[src/rtl/alu_seq.sv]
// Handshaked WIDTH-bit ALU: add/sub/logic retire in one cycle, mul/div iterate one bit per cycle.
// Define MUL_SIGNED_EN to make opcode 111 a signed multiply; otherwise opcode 111 returns 0.
module alu_seq #(
  parameter  int WIDTH = 16,
  localparam int CNT_W = $clog2(WIDTH) + 1
) (
  input  logic                 clk,
  input  logic                 reset,
  input  logic                 start,
  input  logic [2:0]           opcode,
  input  logic [WIDTH-1:0]     a,
  input  logic [WIDTH-1:0]     b,
  output logic                 busy,
  output logic                 done,
  output logic [2*WIDTH-1:0]   result_low,
  output logic [2*WIDTH-1:0]   result_high,
  output logic                 div_by_zero
);

  localparam int W2 = 2 * WIDTH;

  typedef enum logic [2:0] {
    OP_ADD = 3'b000, OP_SUB = 3'b001, OP_MUL = 3'b010, OP_DIV  = 3'b011,
    OP_AND = 3'b100, OP_OR  = 3'b101, OP_XOR = 3'b110, OP_SMUL = 3'b111
  } op_t;

  typedef enum logic [1:0] {IDLE, CALC, FIN} state_t;

  state_t             state_q;
  op_t                op_q;
  logic [WIDTH-1:0]   opnd_q;   // multiplicand or divisor
  logic [WIDTH-1:0]   hi_q;     // product high half / partial remainder
  logic [WIDTH-1:0]   lo_q;     // multiplier / quotient being shifted in
  logic [CNT_W-1:0]   cnt_q;

  logic               is_multi;
  logic [W2-1:0]      single_res;
  logic [WIDTH:0]     mul_sum;
  logic [WIDTH:0]     div_shift;
  logic [WIDTH:0]     div_diff;
  logic               div_ge;
  logic [W2-1:0]      product;

`ifdef MUL_SIGNED_EN
  logic               neg_q;
  logic [WIDTH-1:0]   a_mag;
  logic [WIDTH-1:0]   b_mag;
`endif

  always_comb begin
    // NOTE: every signal gets a default before the case so no path can infer a latch.
    single_res = '0;
    is_multi   = (opcode == OP_MUL) || (opcode == OP_DIV);
    case (op_t'(opcode))
      OP_ADD:  single_res = W2'({1'b0, a} + {1'b0, b});
      OP_SUB:  single_res = {{WIDTH{1'b0}}, a} - {{WIDTH{1'b0}}, b};
      OP_AND:  single_res = W2'(a & b);
      OP_OR:   single_res = W2'(a | b);
      OP_XOR:  single_res = W2'(a ^ b);
      default: single_res = '0;
    endcase

    mul_sum   = {1'b0, hi_q} + (lo_q[0] ? {1'b0, opnd_q} : '0);
    div_shift = {hi_q, lo_q[WIDTH-1]};
    div_diff  = div_shift - {1'b0, opnd_q};
    div_ge    = div_shift >= {1'b0, opnd_q};
    product   = {hi_q, lo_q};

`ifdef MUL_SIGNED_EN
    if (opcode == OP_SMUL) is_multi = 1'b1;
    a_mag = a[WIDTH-1] ? -a : a;
    b_mag = b[WIDTH-1] ? -b : b;
    if (neg_q) product = -{hi_q, lo_q};
`endif
  end

  // NOTE: all state uses non-blocking assignments so every register samples pre-edge values.
  always_ff @(posedge clk) begin
    if (reset) begin
      state_q     <= IDLE;
      op_q        <= OP_ADD;
      opnd_q      <= '0;
      hi_q        <= '0;
      lo_q        <= '0;
      cnt_q       <= '0;
      busy        <= 1'b0;
      done        <= 1'b0;
      div_by_zero <= 1'b0;
      result_low  <= '0;
      result_high <= '0;
`ifdef MUL_SIGNED_EN
      neg_q       <= 1'b0;
`endif
    end else begin
      case (state_q)
        IDLE: begin
          done <= 1'b0;
          if (start) begin
            op_q        <= op_t'(opcode);
            opnd_q      <= b;
            cnt_q       <= '0;
            busy        <= 1'b1;
            div_by_zero <= 1'b0;
`ifdef MUL_SIGNED_EN
            neg_q       <= 1'b0;
`endif
            if (is_multi) begin
              state_q <= CALC;
              hi_q    <= '0;
              lo_q    <= a;
`ifdef MUL_SIGNED_EN
              if (opcode == OP_SMUL) begin
                lo_q   <= a_mag;
                opnd_q <= b_mag;
                neg_q  <= a[WIDTH-1] ^ b[WIDTH-1];
              end
`endif
            end else begin
              state_q      <= FIN;
              {hi_q, lo_q} <= single_res;
            end
          end
        end

        CALC: begin
          cnt_q <= cnt_q + 1'b1;
          if (op_q == OP_DIV) begin
            hi_q <= div_ge ? div_diff[WIDTH-1:0] : div_shift[WIDTH-1:0];
            lo_q <= {lo_q[WIDTH-2:0], div_ge};
          end else begin
            hi_q <= mul_sum[WIDTH:1];
            lo_q <= {mul_sum[0], lo_q[WIDTH-1:1]};
          end
          if (cnt_q == CNT_W'(WIDTH - 1)) state_q <= FIN;
        end

        FIN: begin
          state_q <= IDLE;
          done    <= 1'b1;
          busy    <= 1'b0;
          if (op_q == OP_DIV) begin
            result_low  <= {{WIDTH{1'b0}}, lo_q};
            result_high <= {{WIDTH{1'b0}}, hi_q};
            div_by_zero <= (opnd_q == '0);
          end else begin
            result_low  <= product;
            result_high <= '0;
          end
        end

        default: state_q <= IDLE;
      endcase
    end
  end

endmodule
[config.mk]
export PLATFORM = sky130hd
export DESIGN_NAME = alu_seq
export DESIGN_NICKNAME = d
export VERILOG_FILES = /design/src/rtl/alu_seq.sv
export SDC_FILE = /design/constraint.sdc
export NUM_CORES = 1
export LEC_CHECK = 0
export CAP_MARGIN = 20
export CORE_MARGIN = 2
export CORE_UTILIZATION = 58
export CTS_CLUSTER_DIAMETER = 40
export DETAILED_ROUTE_END_ITERATION = 12
export PLACE_DENSITY = 0.82
export REMOVE_ABC_BUFFERS = 1
export SYNTH_ARGS = -nofsm -noshare
export SYNTH_HDL_FRONTEND = slang
export SYNTH_SLANG_ARGS = --single-unit
[constraint.sdc]
create_clock -name clk -period 4.1 [get_ports clk]
set_clock_uncertainty 0.1 [all_clocks]
set_input_delay 0.82 -clock clk [delete_from_list [all_inputs] [get_ports clk]]
set_output_delay 0.82 -clock clk [all_outputs]
set_load 0.03 [all_outputs]
==> results.md <==
* Kind of critical path: in2reg
* Reg clk slew, reported paths at 70 ps
* First-pass GRT wire length at 41200 um
* H-tree depth at 3
* Crit share post-route at 91.5%
* Worst r2r path cells at 11
* PostCTS Resize Cnt at 0
* DR vias/cell at 6.17
* Most used DFF post-synth: dfxtp_1
* Vias in the first global route at 8329
* N_diodes at 0
* Power Total at 3110 uW
* Clock buffer depth at 2
* WP data arrival at 3910 ps
* Minimum clock period at 3750 ps
* Core area at 0.0150 mm2
* Vias at 9034
* Async S/R FF share, synth at 0%
* Starting DRT DRC Count at 977
* Hold WS at 351 ps
* Comb pwr share at 31.5%
* Final #Nets at 1397
* Global Route Usage Sum at 31.4%
* Final Hold Viols at 0
* Status: complete, no violations
* Routability cong. at 0.975
* YS warnings at 0
* DIE WIDTH at 127 um
* RSZ-0062 raised after global routing: false
* Crit end category: register
* 1st-pass router iterations at 6
* Data required, critical path at 4260 ps
* Worst slack at placement at -14.4 ps
* Sw Ratio at 33.7%
* Gr ovfl total at 0
* Initial core utilization at 58.5%
* Seq/Total Area, Yosys at 24.8%
* Final setup violation count at 0
* Leakage power at 0.00435 uW
* Clock insertion delay at the later pin of the skew report at 370 ps
* DRT antenna net count at 0
* Worst Hold Class: reg2reg
* Area after DPL at 0.00998 mm2
* Largest net degree at the start of global routing at 56
* IO Pins at 105
* Critical R2R Launch: lo_q[0]
* Nature of the critical path startpoint: input port
* Average wire per standard cell at 17.5 um
* Total Wirelength at 25700 um
* Layout cells sized above 1 at 7.22%
* Cells after synthesis at 1193
* Total CTS buffers at 9
* Seq cells post-synth at 109
* RR Endpoint: hi_q[11]
* Clk network pwr share at 31.0%
* Finished Cell Area at 0.0103 mm2
* I/O Buffers at 88
* Most frequent cells in the layout: 164 x nand2_1, 145 x a21oi_1, 109 x dfxtp_1
* Slew HR at 32.0%
* Share of total power in sequential cells at 37.5%
* Hold depth at 2
* Crit-path max cell delay at 450 ps
* Root buffer cell: clkbuf_16
* Distinct cells, synth at 77
* Reg2reg setup slack at 800 ps
* Power Dens Cells at 302 mW/mm2
* Area of the die at 0.0162 mm2
* Slew Limit Fails at 0
* # DRC at 0
* CTS tree: yes
* CTS sink cnt at 109
* Synthesized cell area at 0.00880 mm2
* Switching pwr at 1050 uW
* Post-Syn Area per Cell at 7.38 um2
* Core Util, Final at 68.5%
* Die height at 127 um
* CP dominant cell by count: inv_1
* Most common cell after layout, fill and taps aside: nand2_1
* Num rows at 45
* Setup Buffers After CTS at 0
* Hold-fix buffers, CTS at 0
* VDD IR max at 238 uV
* WHS Endpoint: result_high[15]
* Highest Clock Rate at 266 MHz
* Syn-to-layout area delta at 17.1%
* Dpl hpwl at 18700 um
* Final worst slack at 347 ps
* Worst path slowest cell: o21ai_0
* Critical path fanouts, max at 11
* Hold Startpoint: result_high[15]
* Max cap viols at 0
* Number of synthesized flops with an enable pin at 0
* CP Cell Sequence: clkdlybuf4s50_1 -> inv_1 -> ha_1 -> inv_1 -> fa_1 -> nor2b_1 -> o21ai_0 -> a2111oi_4 -> nor3_2 -> o41a_1 -> o31ai_4 -> buf_12 -> buf_4 -> a221oi_1
* Internal power at 2060 uW
* Initial antenna violation count at 0
* Tightest Pin Transition at 1020 ps
routing by layer:
layer / wire (um) / global-route usage [%]
met5: 0 / 0
met4: 842 / 15.8
met3: 1970 / 4.94
met2: 12000 / 50.6
met1: 10900 / 41.1
power by group through the flow:
stage	sequential, uW	combinational, uW	clock [uW]
floorplan	1180	627	0
global placement	1190	942	0
detailed placement	1190	957	0
CTS	1160	963	970
global route	1170	1070	1010
finish	1170	980	963
how the worst max path moves through the flow:
stage	from	end	slack, ps	cells past startpoint
CTS	a[0]	hi_q[1]	350	14
detailed placement	a[0]	hi_q[1]	-10	14
floorplan	a[8]	hi_q[13]	480	9
global route	a[0]	hi_q[1]	140	14
finish	a[0]	hi_q[1]	350	14
global placement	a[0]	hi_q[2]	70	14
cell usage after synthesis (all sizes together) (5+ instances only):
| cell type | number | area share, % |
|---|---|---|
| nand2 | 164 | 7.0 |
| a21oi | 145 | 8.2 |
| dfxtp | 109 | 25 |
| ha | 84 | 12 |
| inv | 78 | 3.3 |
| nor2 | 78 | 3.3 |
| o21ai | 57 | 3.2 |
| clkbuf | 53 | 2.3 |
| nor3 | 41 | 2.4 |
| buf | 37 | 2.6 |
| mux2i | 36 | 4.1 |
| nand3 | 34 | 1.9 |
| xnor2 | 24 | 2.4 |
| and2 | 20 | 1.4 |
| o22ai | 19 | 1.4 |
| a221oi | 16 | 1.6 |
| a31oi | 16 | 1.1 |
| a21o | 15 | 1.3 |
| nand2b | 11 | 0.78 |
| a211oi | 10 | 0.85 |
| nor2b | 10 | 0.71 |
| nor4 | 9 | 0.64 |
| xor2 | 9 | 0.90 |
| and3 | 8 | 0.58 |
| o21a | 8 | 0.68 |
| o21bai | 8 | 0.68 |
| o211ai | 6 | 0.51 |
| o31ai | 6 | 0.67 |
| or2 | 6 | 0.43 |
| a2111oi | 5 | 0.73 |
| mux2 | 5 | 0.64 |
| or3 | 5 | 0.36 |
worst max-delay path, delay by kind of cell:
kind | cells | cell delay [ps]
simple gates | 2 | 370
compound gates | 5 | 1230
fa+ha+maj | 2 | 570
buf+inv | 5 | 910
flip-flops by register name (all words and copies together) (netlist names):
| register | flops |
|---|---|
| busy | 1 |
| cnt_q | 5 |
| div_by_zero | 1 |
| done | 1 |
| hi_q | 16 |
| lo_q | 16 |
| op_q | 3 |
| opnd_q | 16 |
| result_high | 16 |
| result_low | 32 |
| state_q | 2 |
cell families after synthesis:
kind of cell / share of synthesized area (%)
adders and majority gates: 12.9
muxes: 4.74
buffers and inverters: 8.15
and+or+nand+nor: 21.2
DFF: 24.8
AOI/OAI and AO/OA: 24.9
xor gates and xnor gates: 3.29
other: 0.0426
metrics by stage:
stage                     setup TNS, ps  std cells
after floorplan                       0       1118
after global placement                0       1448
after detailed placement          -14.4       1448
after CTS                             0       1463
after global routing                  0       1463
final                                 0       1463
final cells by class:
type,instances,area [um2]
repair buffers,142,1300
multi-input cells,931,5970
flip-flops and latches,109,2180
inverters,78,293
fillers,1297,4730
clock buffers,10,239
clock inverters,5,85.1
well taps,188,235
Power figures use the tool's default switching activity.
